==> config.mk <==
export PLATFORM = sky130hd
export DESIGN_NAME = demux_stream_1ton
export DESIGN_NICKNAME = d
export VERILOG_FILES = /design/src/rtl/demux_stream_pkg.sv /design/src/rtl/demux_bcast_tracker.sv /design/src/rtl/demux_stream_1ton.sv
export SDC_FILE = /design/constraint.sdc
export NUM_CORES = 1
export LEC_CHECK = 0
export CORE_UTILIZATION = 36
export DETAILED_ROUTE_END_ITERATION = 8
export PLACE_DENSITY = 0.74
export SLEW_MARGIN = 15
export SYNTH_ARGS = -nofsm -noshare
export SYNTH_HDL_FRONTEND = slang
export SYNTH_SLANG_ARGS = --single-unit
==> constraint.sdc <==
create_clock -name clk -period 1.6 [get_ports clk]
set_clock_uncertainty 0.1 [all_clocks]
set_input_delay 0.4 -clock clk [delete_from_list [all_inputs] [get_ports clk]]
set_output_delay 0.4 -clock clk [all_outputs]
set_load 0.05 [all_outputs]
==> src/rtl/demux_stream_pkg.sv <==
// Shared types and helpers for the 1:N stream demultiplexer.
package demux_stream_pkg;

    typedef enum logic [1:0] {
        StEmpty = 2'd0,
        StUcast = 2'd1,
        StBcast = 2'd2
    } demux_state_e;

    localparam int unsigned ErrCntW = 8;

    // Unicast codes 0..n-1 plus one broadcast code.
    function automatic int unsigned sel_w(input int unsigned n);
        return $clog2(n + 1);
    endfunction

endpackage

==> src/rtl/demux_bcast_tracker.sv <==
// Done-mask tracker for broadcast beats: per-channel valid and completion flag.
module demux_bcast_tracker #(
    parameter int unsigned N = 2
) (
    input  logic         clk_i,
    input  logic         rst_ni,
    input  logic         active_i,
    input  logic [N-1:0] ready_i,
    output logic [N-1:0] valid_o,
    output logic         complete_o
);

    logic [N-1:0] done_q, done_d;
    logic [N-1:0] served;

    always_comb begin
        served     = done_q | ready_i;
        complete_o = active_i & (&served);
        valid_o    = active_i ? ~done_q : '0;
        done_d     = done_q;
        if (complete_o) begin
            done_d = '0;
        end else if (active_i) begin
            done_d = served;
        end
    end

    always_ff @(posedge clk_i or negedge rst_ni) begin
        if (!rst_ni) begin
            done_q <= '0;
        end else begin
            done_q <= done_d;
        end
    end

endmodule

==> src/rtl/demux_stream_1ton.sv <==
// Registered 1:N stream demux with unicast/broadcast select and valid/ready handshake.
// Optional error counters enabled with `define DEMUX_STREAM_ERR_EN.
module demux_stream_1ton
    import demux_stream_pkg::*;
#(
    parameter int unsigned DW = 8,
    parameter int unsigned N  = 2,
    parameter int unsigned SW = sel_w(N)
) (
    input  logic                clk,
    input  logic                rst_n,
    input  logic                in_valid,
    output logic                in_ready,
    input  logic [DW-1:0]       in_data,
    input  logic [SW-1:0]       in_sel,
    output logic [N-1:0]        out_valid,
    input  logic [N-1:0]        out_ready,
    output logic [DW-1:0]       out_data,
    output logic                busy
`ifdef DEMUX_STREAM_ERR_EN
    ,
    output logic [ErrCntW-1:0]  err_cnt,
    output logic                err_sticky
`endif
);

    demux_state_e  state_q, state_d;
    logic [SW-1:0] sel_q;
    logic [DW-1:0] data_q;
    logic [N-1:0]  ucast_mask;
    logic [N-1:0]  bcast_valid;
    logic          bcast_complete;
    logic          ucast_done;
    logic          complete;
    logic          accept;

    demux_bcast_tracker #(
        .N(N)
    ) u_tracker (
        .clk_i      (clk),
        .rst_ni     (rst_n),
        .active_i   (state_q == StBcast),
        .ready_i    (out_ready),
        .valid_o    (bcast_valid),
        .complete_o (bcast_complete)
    );

    always_comb begin
        for (int i = 0; i < N; i++) begin
            ucast_mask[i] = (state_q == StUcast) && (sel_q == SW'(i));
        end
        ucast_done = |(ucast_mask & out_ready);
        complete   = ucast_done | bcast_complete;
        in_ready   = (state_q == StEmpty) | complete;
        accept     = in_valid & in_ready;
        out_valid  = ucast_mask | bcast_valid;
        out_data   = data_q;
        busy       = (state_q != StEmpty);
    end

    // A new accept decides the next state; otherwise completion empties the holder.
    always_comb begin
        state_d = state_q;
        if (accept) begin
            if (in_sel < SW'(N)) begin
                state_d = StUcast;
            end else if (in_sel == SW'(N)) begin
                state_d = StBcast;
            end else begin
                state_d = StEmpty;
            end
        end else if (complete) begin
            state_d = StEmpty;
        end
    end

    always_ff @(posedge clk or negedge rst_n) begin
        if (!rst_n) begin
            state_q <= StEmpty;
            sel_q   <= '0;
            data_q  <= '0;
        end else begin
            state_q <= state_d;
            if (accept) begin
                sel_q  <= in_sel;
                data_q <= in_data;
            end
        end
    end

`ifdef DEMUX_STREAM_ERR_EN
    logic [ErrCntW-1:0] err_cnt_q, err_cnt_d;
    logic               err_sticky_q, err_sticky_d;
    logic               bad_beat;

    always_comb begin
        bad_beat     = accept && (in_sel > SW'(N));
        err_cnt_d    = (bad_beat && (err_cnt_q != '1)) ? err_cnt_q + 1'b1 : err_cnt_q;
        err_sticky_d = err_sticky_q | bad_beat;
        err_cnt      = err_cnt_q;
        err_sticky   = err_sticky_q;
    end

    always_ff @(posedge clk or negedge rst_n) begin
        if (!rst_n) begin
            err_cnt_q    <= '0;
            err_sticky_q <= 1'b0;
        end else begin
            err_cnt_q    <= err_cnt_d;
            err_sticky_q <= err_sticky_d;
        end
    end
`endif

endmodule

==> impl_results.md <==
* RSZ-0062 raised after global routing: yes
* Vias after detailed routing at 607
* Clock tree buffer depth at 2
* Initial Utilization at 40.6%
* Final WS setup at -0.363 ns
* Final Routed Wirelength at 1.96 mm
* First-pass GRT wire length at 3.03 mm
* Worst Setup EP: in_ready
* CTS tree: built
* Fraction of layout cells with a size suffix above 1 at 56.6%
* Wire per inst at 17.1 um
* Nets@finish at 115
* Post-Syn Nets at 67
* Power per Cell Area at 2590 mW/mm^2
* Placed insts at 103
* Worst R2R End: out_data[7]$_DFFE_PN0P_
* Top post-synthesis cells by area: dfrtp_1, mux2_2, nor2_1
* Flop-to-flop setup slack at -0.27 ns
* Final setup viols at 14
* Gr busiest metal: met2
* Root buf cell: clkbuf_4
* Max cap viols at 0
* Slew headroom at 75.5%
* Final instance area at 0.00134 mm^2
* Die W at 44.2 um
* Gp weighted congestion at 0.829
* Tot GR Track Use at 21.9%
* Final hold violations at 0
* Clk slew on worst S/H paths at 0.09 ns
* Total power at 3.46 mW
* Final hold slack at 0.315 ns
* Setup crit end kind: primary output
* Max H-tree Level at 1
* Crit path from: sel_q[0]$_DFFE_PN0P_
* Largest fanout on the critical path at 2
* LEAKAGE at 0.611 nW
* Multi-input gate area at 377 um^2
* Crit path largest cell delay at 0.40 ns
* First-pass DRT Iterations at 6
* Worst-Skew Late Latency at 0.28 ns
* Post-Syn Area at 641 um^2
* Final Non-Filler Cells at 115
* Required @ worst endpoint at 1.10 ns
* DPL Wire Length at 1.18 mm
* Synth Area per Inst at 12.3 um^2
* Core area at 0.00158 mm^2
* Post-DRT Antenna Nets at 0
* Hold WC Path Type: primary input to async pin
* Met3 Usage GRT at 5.71%
* Reg area at 353 um^2
* Synth unique cells at 19
* Highest Clock Rate at 509 MHz
* Number of antenna diodes at 0
* IO Pins at 27
* FF-to-FF path depth at 7
* Worst Path Arrival at 1.46 ns
* Reg2reg start: sel_q[0]$_DFFE_PN0P_
* Area share of the largest cell type after synthesis at 54.7%
* Pin count of the biggest net entering global routing at 15
* Vias in the first global route at 664
* CTS Buf Count at 3
* Met2 Track Usage GR at 38.8%
* Outcome: finished, violations left
* Antenna violations before repair at 0
* DR iter-0 viols at 5
* Residual DRC at 1
* CP Launch Type: flop
* Filler cells at 78
* Cell Chain, Critical Path: mux2i_2 -> nor3_4 -> or2_4 -> buf_12
* FP Rows at 14
* Vias per cell at 5.28
* Slowest cell on the critical path: dfrtp_1
* Grt ovf at 0
* Synthesis warning total at 0
* Sequential share of the synthesized area at 54.7%
* Cell taking the most area after synthesis: dfrtp_1
* Max IR drop VDD at 0.00182 V
* Fin. max-slew vios at 0
* Util after Layout at 84.9%
* Tcrit/Tclk final at 123%
* Met1 global-route usage at 24.4%
* Final Critical Period at 1.96 ns
* Failing checks: design-rule violations, negative setup slack
* Clk sink count at 14
* Post-DP Area at 0.00113 mm^2
* Die ar. at 0.00195 mm^2
* Number of port buffers at 26
* Area grow syn2layout at 109%
* Post-synthesis register bit count at 14
* Slew @ Worst Pin at 0.364 ns
* Mapped Cells at 52
* Crit Path Category: flop to primary output
* Die Ht at 44.2 um
==> layout make-up <==
| cell class | instances | share of cell area [%] |
|---|---|---|
| Timing Repair Buffer | 43 | 40.7 |
| Clock buffer | 4 | 2.71 |
| Inverter | 2 | 0.561 |
| Tap cell | 16 | 1.50 |
| Sequential cell | 14 | 26.4 |
| Multi-Input combinational cell | 36 | 28.1 |
==> cells by family (layout without fill, tap and decap cells) <==
group / after synthesis / count (layout) / synth area share (%)
AOI/OAI and AO/OA: 10 / 10 / 12.3
and+or+nand+nor: 15 / 15 / 12.7
muxes: 11 / 11 / 19.1
DFF: 14 / 14 / 54.7
buffers and inverters: 2 / 49 / 1.17
==> synth_stat cells, drive strengths merged <==
cell,n
nor3,1
o22ai,1
a211o,1
dfrtp,14
a32o,1
nand2b,2
or2,2
nand2,2
mux2i,1
o21ai,2
mux2,10
a21oi,3
or3,1
inv,2
nor2,6
and2b,1
o32ai,2
==> critical path: cells and delay by family (launching register included) <==
family                 cells  cell delay (ns)
and+or+nand+nor            2             0.33
muxes                      1             0.31
DFF                        1             0.40
buffers and inverters      1             0.15
==> cell usage in the layout, fill, tap and decap left out <==
| cell | Yosys | layout |
|---|---|---|
| clkdlybuf4s50_1 | 0 | 12 |
| dfrtp_1 | 14 | 12 |
| buf_12 | 0 | 12 |
| buf_4 | 0 | 10 |
| nor2_1 | 6 | 6 |
| mux2_4 | 0 | 5 |
| mux2_2 | 10 | 5 |
| buf_6 | 0 | 4 |
| clkbuf_4 | 0 | 3 |
| nand2b_4 | 0 | 2 |
| o32ai_4 | 0 | 2 |
| or2_4 | 0 | 2 |
| inv_1 | 2 | 2 |
| a21oi_1 | 3 | 2 |
| nand2_1 | 2 | 2 |
| dlygate4sd2_1 | 0 | 2 |
| dfrtp_2 | 0 | 2 |
| mux2i_2 | 0 | 1 |
| nor3_4 | 0 | 1 |
| o22ai_2 | 0 | 1 |
| a21oi_2 | 0 | 1 |
| and2b_1 | 1 | 1 |
| o21ai_0 | 1 | 1 |
| or3_1 | 1 | 1 |
| a32o_1 | 1 | 1 |
| o21ai_4 | 1 | 1 |
| a211o_1 | 1 | 1 |
| clkbuf_8 | 0 | 1 |
| buf_16 | 0 | 1 |
| buf_8 | 0 | 1 |
| clkbuf_2 | 0 | 1 |
==> report_power, final <==
part / switching, mW / internal, mW
clock: 0.116 / 0.138
combinational: 1.15 / 1.32
sequential: 0.194 / 0.540
total: 1.46 / 2.00
==> layer usage <==
layer,part of all wire [%],routed length [um],vias to the layer above
met3,6.2,122,6
li1,-,-,283
met1,37,733,291
met2,54,1050,27
met4,2.9,56,0
met5,0,0,-
==> stage by stage <==
| step | setup TNS (ns) | worst slack (ns) |
|---|---|---|
| finish | -3.72 | -0.363 |
| global route | -4.38 | -0.409 |
| CTS | -2.38 | -0.278 |
| floorplan | -0.344 | -0.172 |
| global placement | -5.25 | -0.476 |
| detailed placement | -5.63 | -0.516 |
==> timing repair <==
item | CTS | global route
hold buffers | 0 | 0
gates cloned | 1 | 0
setup buffers | 4 | 3
endpoints found under the hold margin | 0 | 0
pin swaps | 6 | 2
setup endpoints to repair | 15 | 15
gates resized for setup | 19 | 8
==> how the worst min path moves through the flow <==
stage,start,endpoint,depth (start not counted)
after floorplan,rst_n,out_data[0]$_DFFE_PN0P_,0
after global routing,rst_n,out_data[5]$_DFFE_PN0P_,2
final,rst_n,out_data[5]$_DFFE_PN0P_,2
after detailed placement,sel_q[1]$_DFFE_PN0P_,sel_q[1]$_DFFE_PN0P_,1
after global placement,sel_q[1]$_DFFE_PN0P_,sel_q[1]$_DFFE_PN0P_,1
after CTS,rst_n,out_data[5]$_DFFE_PN0P_,2
==> sequential cells by signal (all words and copies together), names as in the netlist <==
| signal | cells |
|---|---|
| state_q | 2 |
| sel_q | 2 |
| out_data | 8 |
| u_tracker.done_q | 2 |
Power figures use the tool's default switching activity.
